File: src/rtl/count_seq_pkg.sv
// count_seq_pkg: shared state encoding and default widths for the count sequencer
package count_seq_pkg;
  localparam int DEF_WIDTH  = 4;
  localparam int DEF_RUNS_W = 8;
  typedef enum logic [2:0] {IDLE, LOAD, SETTLE, RUN, DONE} state_t;
endpackage

File: src/rtl/dec_pacer.sv
// dec_pacer: shadow down-counter that paces decrement strobes at full or half rate
module dec_pacer #(
  parameter int WIDTH = 4
) (
  input  logic             clock,
  input  logic             reset_n,
  input  logic             load,
  input  logic [WIDTH-1:0] load_val,
  input  logic             en,
  input  logic             div2,
  output logic             dec,
  output logic             last
);
  logic [WIDTH-1:0] r_cnt;
  logic             r_ph;
  logic             r_dec;
  logic             w_fire;
  // r_ph marks the idle half-cycle after a strobe in half-rate mode
  assign w_fire = (r_cnt != '0) && !r_ph;
  assign last   = (r_cnt == '0) && !r_ph;
  assign dec    = r_dec;
  // the shadow count is consumed as each strobe is scheduled, so dec is a clean register
  always_ff @(posedge clock or negedge reset_n)
    if (!reset_n) begin
      r_cnt <= '0;
      r_ph  <= 1'b0;
      r_dec <= 1'b0;
    end else if (load) begin
      r_cnt <= load_val;
      r_ph  <= 1'b0;
      r_dec <= 1'b0;
    end else if (en) begin
      r_dec <= w_fire;
      r_cnt <= r_cnt - WIDTH'(w_fire);
      r_ph  <= div2 & w_fire;
    end else
      r_dec <= 1'b0;
endmodule

File: src/rtl/count_sequencer.sv
// count_sequencer: loads the down-counter, paces its decrements and checks its zero flag
module count_sequencer
  import count_seq_pkg::*;
#(
  parameter int WIDTH  = DEF_WIDTH,
  parameter int RUNS_W = DEF_RUNS_W
) (
  input  logic              clock,
  input  logic              reset_n,
  input  logic              start,
  input  logic [WIDTH-1:0]  load_val,
  input  logic              div2,
  input  logic              abort,
  input  logic              zero,
  output logic              latch,
  output logic [WIDTH-1:0]  cnt_in,
  output logic              dec,
  output logic              busy,
  output logic              done,
  output logic              err,
  output logic [RUNS_W-1:0] runs
);
  state_t            r_state;
  logic              r_latch;
  logic              r_busy;
  logic              r_done;
  logic              r_err;
  logic              r_div2;
  logic [WIDTH-1:0]  r_cnt_in;
  logic [RUNS_W-1:0] r_runs;
  logic              w_load;
  logic              w_en;
  logic              w_last;
  assign w_load = (r_state == IDLE) && start;
  assign w_en   = ((r_state == SETTLE) || (r_state == RUN)) && !abort;
  assign latch  = r_latch;
  assign cnt_in = r_cnt_in;
  assign busy   = r_busy;
  assign done   = r_done;
  assign err    = r_err;
  assign runs   = r_runs;
  dec_pacer #(.WIDTH(WIDTH)) u_pacer (
    .clock    (clock),
    .reset_n  (reset_n),
    .load     (w_load),
    .load_val (load_val),
    .en       (w_en),
    .div2     (r_div2),
    .dec      (dec),
    .last     (w_last)
  );
  // run sequencing; every output is set on the edge entering the state that shows it
  always_ff @(posedge clock or negedge reset_n)
    if (!reset_n) begin
      r_state  <= IDLE;
      r_latch  <= 1'b0;
      r_busy   <= 1'b0;
      r_done   <= 1'b0;
      r_err    <= 1'b0;
      r_div2   <= 1'b0;
      r_cnt_in <= '0;
      r_runs   <= '0;
    end else begin
      r_latch <= 1'b0;
      r_done  <= 1'b0;
      case (r_state)
        IDLE: if (start) begin
          r_state  <= LOAD;
          r_latch  <= 1'b1;
          r_busy   <= 1'b1;
          r_cnt_in <= load_val;
          r_div2   <= div2;
        end
        LOAD: begin
          r_state <= abort ? IDLE : SETTLE;
          r_busy  <= !abort;
        end
        SETTLE, RUN: if (abort) begin
          r_state <= IDLE;
          r_busy  <= 1'b0;
        end else if (w_last) begin
          r_state <= DONE;
          r_done  <= 1'b1;
          r_runs  <= r_runs + RUNS_W'(1);
        end else
          r_state <= RUN;
        DONE: begin
          r_state <= IDLE;
          r_busy  <= 1'b0;
          r_err   <= r_err | !zero;
        end
        default: begin
          r_state <= IDLE;
          r_busy  <= 1'b0;
        end
      endcase
    end
endmodule
File: config.mk
export PLATFORM = sky130hd
export DESIGN_NAME = count_sequencer
export DESIGN_NICKNAME = d
export VERILOG_FILES = /design/src/rtl/count_seq_pkg.sv /design/src/rtl/dec_pacer.sv /design/src/rtl/count_sequencer.sv
export SDC_FILE = /design/constraint.sdc
export NUM_CORES = 1
export LEC_CHECK = 0
export ABC_AREA = 1
export CAP_MARGIN = 25
export CORE_ASPECT_RATIO = 0.75
export CORE_MARGIN = 2
export CORE_UTILIZATION = 49
export CTS_CLUSTER_SIZE = 14
export DETAILED_ROUTE_END_ITERATION = 6
export GPL_TIMING_DRIVEN = 0
export PLACE_DENSITY = 0.85
export SYNTH_ARGS = -nofsm -noshare
export SYNTH_HDL_FRONTEND = slang
export SYNTH_HIERARCHICAL = 1
export SYNTH_SLANG_ARGS = --single-unit
export TNS_END_PERCENT = 100
File: constraint.sdc
create_clock -name clock -period 1.9 [get_ports clock]
set_input_delay 0.38 -clock clock [delete_from_list [all_inputs] [get_ports clock]]
set_output_delay 0.38 -clock clock [all_outputs]
set_load 0.03 [all_outputs]
# == Word-level counts from Yosys, hierarchy flattened ==
# Cells that the tools add are included.
# op_classes
shifts,0
magnitude_cmp,0
mul,0
n_addsub,2
mux,19
eq_ne,6
div,0
bitwise_logic,3
n_reduce_logical,16
# ops
operator,count
$mux 1,11
$mux 3,3
$pmux 3 s3,1
$add 8x1->8 const B,1
$mux 4,2
$eq 3x2->1 const B,2
$logic_and 1x1->1,4
$logic_not 4->1,1
$ne 2x2->1 const B,2
$reduce_and 2->1,2
$reduce_bool 4->1,1
$sub 4x1->4,1
$eq 3x1->1 const B,1
$eq 3x3->1 const B,1
$logic_not 1->1,3
$logic_not 3->1,1
$pmux 1 s3,1
$reduce_and 3->1,1
$mux 2,1
$reduce_bool 2->1,1
$reduce_or 2->1,1
$and 1x1->1,1
$logic_or 1x1->1,1
$not 1->1,1
$or 1x1->1,1
# totals
regBits,26
mem_count,0
mem_bits_ro,0
ramBits,0
latch_bits,0
in_bits,10

# == Depth between registers and ports, before layout ==
# Gate-level depths: netlist of run 1.
# logic_depth
word_depth,5
mapped_depth,9

# == Hierarchy ==
# Netlist of run 1, hierarchy kept.
# by_module_without_submodules
mod,seq_area_each_um2,cells_each,n_inst,area_each_um2
count_sequencer,500.5,102,1,917.1
dec_pacer,150.1,42,1,336.6

# == Worst setup path after synthesis of run 1 ==
# No wires, ideal clock.
# synth_timing
path_kind,register -> register
startpoint,register u_pacer.r_cnt[2]
endpoint,register u_pacer.r_cnt[2]
setup_ns,0.124
stages_incl_launch_ff,9
n_path_buf,0
arrival_time_ns,1.314
setup_slack_ns,0.462
synth_period_minus_slack_ns,1.438
path_cell_list,dfrtp_1 > nor2_1 > nand2_1 > nand2_1 > inv_1 > ha_1 > ha_1 > xnor2_1 > o21ai_1
# synth_between
elab_chain_cells,5
# synth_lines
item,line_no,text
from (decl),dec_pacer.sv:14,logic [WIDTH-1:0] r_cnt;
from (signal assigned),dec_pacer.sv:29,r_cnt <= load_val;
from (signal assigned),dec_pacer.sv:34,r_cnt <= r_cnt - WIDTH'(w_fire);
$reduce_bool 4->1,dec_pacer.sv:19,assign w_fire = (r_cnt != '0) && !r_ph;
$logic_and 1x1->1,dec_pacer.sv:19,
$sub 4x1->4 (*),dec_pacer.sv:34,
$mux 4 (*),dec_pacer.sv:32,end else if (en) begin
$mux 4 (*),dec_pacer.sv:28,end else if (load) begin
# Every way passes the cells marked *; elsewhere a longest branch is shown, timed or not. The select of a mux whose other input is x is not followed.
# A chain may end at the register's enable or synchronous reset.

# == Worst setup path after layout of run 1 ==
# layout_timing
startpoint,"register r_runs[4], in the netlist runs[4]"
endpoint,output port runs[4]
# layout_lines
item,line_no,text
from (decl),count_sequencer.sv:30,logic [RUNS_W-1:0] r_runs;
from (signal assigned),count_sequencer.sv:84,r_runs <= r_runs + RUNS_W'(1);
to (decl),count_sequencer.sv:21,output logic [RUNS_W-1:0] runs
# No word-level cell between the ends.

==> results of run 1 <==
## metal layers
layer,wire (microns),part of all wire,global-route usage
met1,1110,0.46,0.226
met2,1180,0.49,0.346
met3,102,0.042,0.0447
met4,27,0.011,0.0533
met5,0,0,0
## registers in the layout, indices dropped and copies added (netlist names)
register       cells
u_pacer/r_cnt      4
u_pacer/r_ph       1
r_div2             1
runs               8
r_state            3
latch              1
err                1
cnt_in             4
done               1
u_pacer/dec        1
busy               1
## final timing paths
path / depth (start not counted) / end / from / slack [ns]
min: 1 / cnt_in[3]$_DFFE_PN0P_ / reset_n / 0.36
max reg2reg: 9 / runs[1]$_DFFE_PN0P_ / u_pacer/r_cnt[1]$_DFFE_PN0P_ / 0.29
max in group asynchronous: 2 / runs[5]$_DFFE_PN0P_ / reset_n / 1.08
min in group clock: 1 / err$_DFFE_PN0N_ / err$_DFFE_PN0N_ / 0.49
max: 1 / runs[4] / runs[4]$_DFFE_PN0P_ / 0.06
min reg2reg: 1 / err$_DFFE_PN0N_ / err$_DFFE_PN0N_ / 0.49
## through the flow
stage               area [sq um]  power (mW)
floorplan                   1250        1.59
global placement            1560        1.91
detailed placement          1580        1.97
CTS                         1620        2.26
global route                1620        2.42
finish                      1620        2.24
## power by group through the flow
stage / combinational, mW / sequential (mW) / clock, mW
floorplan: 0.517 / 1.07 / 0
global placement: 1.03 / 0.881 / 0
detailed placement: 1.08 / 0.892 / 0
CTS: 1.09 / 0.881 / 0.290
global route: 1.19 / 0.909 / 0.312
finish: 1.08 / 0.882 / 0.279
## logic make-up (layout without fill, tap and decap cells)
group / count (synthesis) / count (layout)
DFF: 26 / 26
xor gates and xnor gates: 6 / 6
buffers and inverters: 21 / 52
and+or+nand+nor: 76 / 76
adders and majority gates: 3 / 3
AOI/OAI and AO/OA: 12 / 12
## timing repair
action / in CTS / in global routing
gates resized for setup: 2 / 2
buffers inserted: 0 / 0
endpoints found under the setup margin: 2 / 2
## cell usage in the layout (no fill, tap or decap), types with 2 or more instances in the layout
cell | Yosys | routed
sky130_fd_sc_hd__nor2_1 | 12 | 12
sky130_fd_sc_hd__dfrtp_1 | 26 | 26
sky130_fd_sc_hd__o21ai_0 | 2 | 2
sky130_fd_sc_hd__xor2_1 | 2 | 2
sky130_fd_sc_hd__clkdlybuf4s50_1 | 0 | 22
sky130_fd_sc_hd__o21ai_1 | 3 | 3
sky130_fd_sc_hd__inv_1 | 17 | 17
sky130_fd_sc_hd__nand2_2 | 3 | 3
sky130_fd_sc_hd__ha_1 | 3 | 3
sky130_fd_sc_hd__inv_2 | 3 | 3
sky130_fd_sc_hd__xnor2_2 | 3 | 3
sky130_fd_sc_hd__nand4_1 | 2 | 2
sky130_fd_sc_hd__clkbuf_4 | 0 | 3
sky130_fd_sc_hd__dlygate4sd2_1 | 0 | 2
sky130_fd_sc_hd__dlymetal6s2s_1 | 0 | 2
sky130_fd_sc_hd__nand2_1 | 47 | 47
sky130_fd_sc_hd__nand3_1 | 6 | 6
sky130_fd_sc_hd__a21boi_1 | 3 | 3
sky130_fd_sc_hd__nand2_4 | 2 | 2
sky130_fd_sc_hd__nor2_2 | 4 | 4
## final cells by class
| cell class | instances | share of cell area |
|---|---|---|
| inverter | 20 | 0.0463 |
| sequential | 26 | 0.401 |
| timing repair buffer | 27 | 0.179 |
| multi-input combinational | 97 | 0.318 |
| clock buffer | 4 | 0.0224 |
| buffer | 1 | 0.00694 |
| tap | 34 | 0.0262 |
## synth_stat cells
library cell                n
sky130_fd_sc_hd__ha_1       3
sky130_fd_sc_hd__nand2_2    3
sky130_fd_sc_hd__dfrtp_1   26
sky130_fd_sc_hd__a21boi_1   3
sky130_fd_sc_hd__nor2_1    12
sky130_fd_sc_hd__xor2_1     2
sky130_fd_sc_hd__xnor2_2    3
sky130_fd_sc_hd__o21bai_1   1
sky130_fd_sc_hd__nand2_1   47
sky130_fd_sc_hd__o21ai_0    2
sky130_fd_sc_hd__buf_6      1
sky130_fd_sc_hd__nor2_2     4
sky130_fd_sc_hd__o21ai_1    3
sky130_fd_sc_hd__nand3_1    6
sky130_fd_sc_hd__nand2_4    2
sky130_fd_sc_hd__a21oi_1    1
sky130_fd_sc_hd__o22ai_1    1
sky130_fd_sc_hd__nand4_1    2
sky130_fd_sc_hd__inv_1     17
sky130_fd_sc_hd__a22oi_1    1
sky130_fd_sc_hd__xnor2_1    1
sky130_fd_sc_hd__inv_2      3
==> out/results.ini, run 1 <==
[final_layout]
number_of_antenna_diodes = 0
drive_above_1_share = 0.120
multi_input_comb_area_sq_um = 517
layout.core_utilization = 0.686
finish.net_count = 189
regArea_sq_um = 651
layout-area-overhead-vs-synth_pct = 29.4
n_fill_cell = 202
layoutNonFillerInstCount = 209

[global_route]
wire_length_of_the_first_global_routing_pass_mm = 4.15
number_of_antenna_violations_at_the_first_check_in_global_routing = 0
vias_in_the_first_global_route = 988
grt_start_max_net_pins = 20
gr-total-overflow = 0
grt_use_total = 0.186

[flow_run]
timing.max_cap.violations = 0

[critical_path]
timing.critical_path.cells = clkdlybuf4s50_1
critical_path_s_slowest_cell = sky130_fd_sc_hd__clkdlybuf4s50_1
timing.critical_path.fanout_max = 3
critPathTopFamily = buffers and inverters
timing.setup.critical_path_class = reg2out
path_buf_inv = 1
worst_ep_required_time_ns = 1.52
cpPeakStageDelay_ns = 0.70
critPathLaunchType = flip-flop
worstSetupEndpointType = primary output
worst-endpoint-arrival_ns = 1.46

[synthesis]
mappedNetlistNets = 157
syn_avg_cell_area_sq_um = 8.71
synth_cell_types = 22
synth-seq-cells = 26
syn_area_sq_um = 1250
yosys-mux-area-fraction = 0
synth_area_leader_cell = sky130_fd_sc_hd__dfrtp_1
yosys_warnings = 6
synth_top_family_by_area = simple AND/OR/NAND/NOR gates
post-synth-top-area-fraction = 0.519
synthAdderAreaFrac = 0.0299
synth-seq-area-share = 0.519
synthCells = 144
synth_compound_area_frac = 0.0589
synth.area.top_cells = sky130_fd_sc_hd__dfrtp_1, sky130_fd_sc_hd__nand2_1, sky130_fd_sc_hd__inv_1
post_synth_and_or_nand_nor_area_fraction = 0.263
yosys.area_share.xor_xnor = 0.0599

[timing]
final_period_util = 0.969
slew-limit-headroom = 0.675
sum_of_negative_setup_slack_ns = 0
finalMaxSlewViolations = 0
timing.hold.ws_ns = 0.364
max_slew.worst_pin.slew_ns = 0.485
fmax_mhz = 543
final_hold_viol_count = 0
timing.final.crit_period_ns = 1.84
report.final.setup_viol = 0
rsz0062_at_grt = false
layout_setup_ws_ns = 0.0587
clock_skew_ns = 0.00447

[die]
area_of_the_core_sq_um = 2360
die_w_microns = 62.4
design.die.area_sq_um = 2980
rows = 15
die_height_microns = 47.8
floorplan.initialDensity = 0.530
ioPinCount = 27

[power]
power.density_nw_per_um2 = 1380
clock_power_share = 0.125
cellInternalPower_mw = 1.28
power.ir.vdd_worst_mv = 0.928
power.share.sequential = 0.394
total_switching_power_uw = 955
power.share.combinational = 0.481
power_leakage_nw = 0.867
power.share.switching = 0.427

[place]
place_hpwl_mm = 1.87
placement.io_buffers = 26
detailedPlace.worstSlack_ns = 0.230
placed_cells = 205
gp_congestion = 0.791

[clocking]
cts_htree_levels = 1
tritoncts.num_buffers = 3
postCtsHoldBufs = 0
clk_latency_ns = 0.32
clkSinkCount = 26
cts_tree = yes
ctsLongestPathBuffers = 2
path_clk_slew_ns = 0.14
clk_root_buffer_cell = sky130_fd_sc_hd__clkbuf_4

[drt]
first_iter_violations = 25
avgViaCountPerCell = 4.83
total_vias_in_the_final_route = 1009
totalWireLength_mm = 2.42
detail_route_antenna_nets = 0
routedWlPerCell_microns = 11.6
detail_route.first_pass.iterations = 4
drc = 0

[run_status]
run_status = completed

[min_path]
class_of_the_tightest_hold_or_removal_check = in2async

Power figures use the tool's default switching activity.
==> run 2: changes to the inputs <==
GPL_ROUTABILITY_DRIVEN = 0   (was unset)
==> results of run 2 <==
No change in the layout: final DEF, timing and power equal those of run 1.
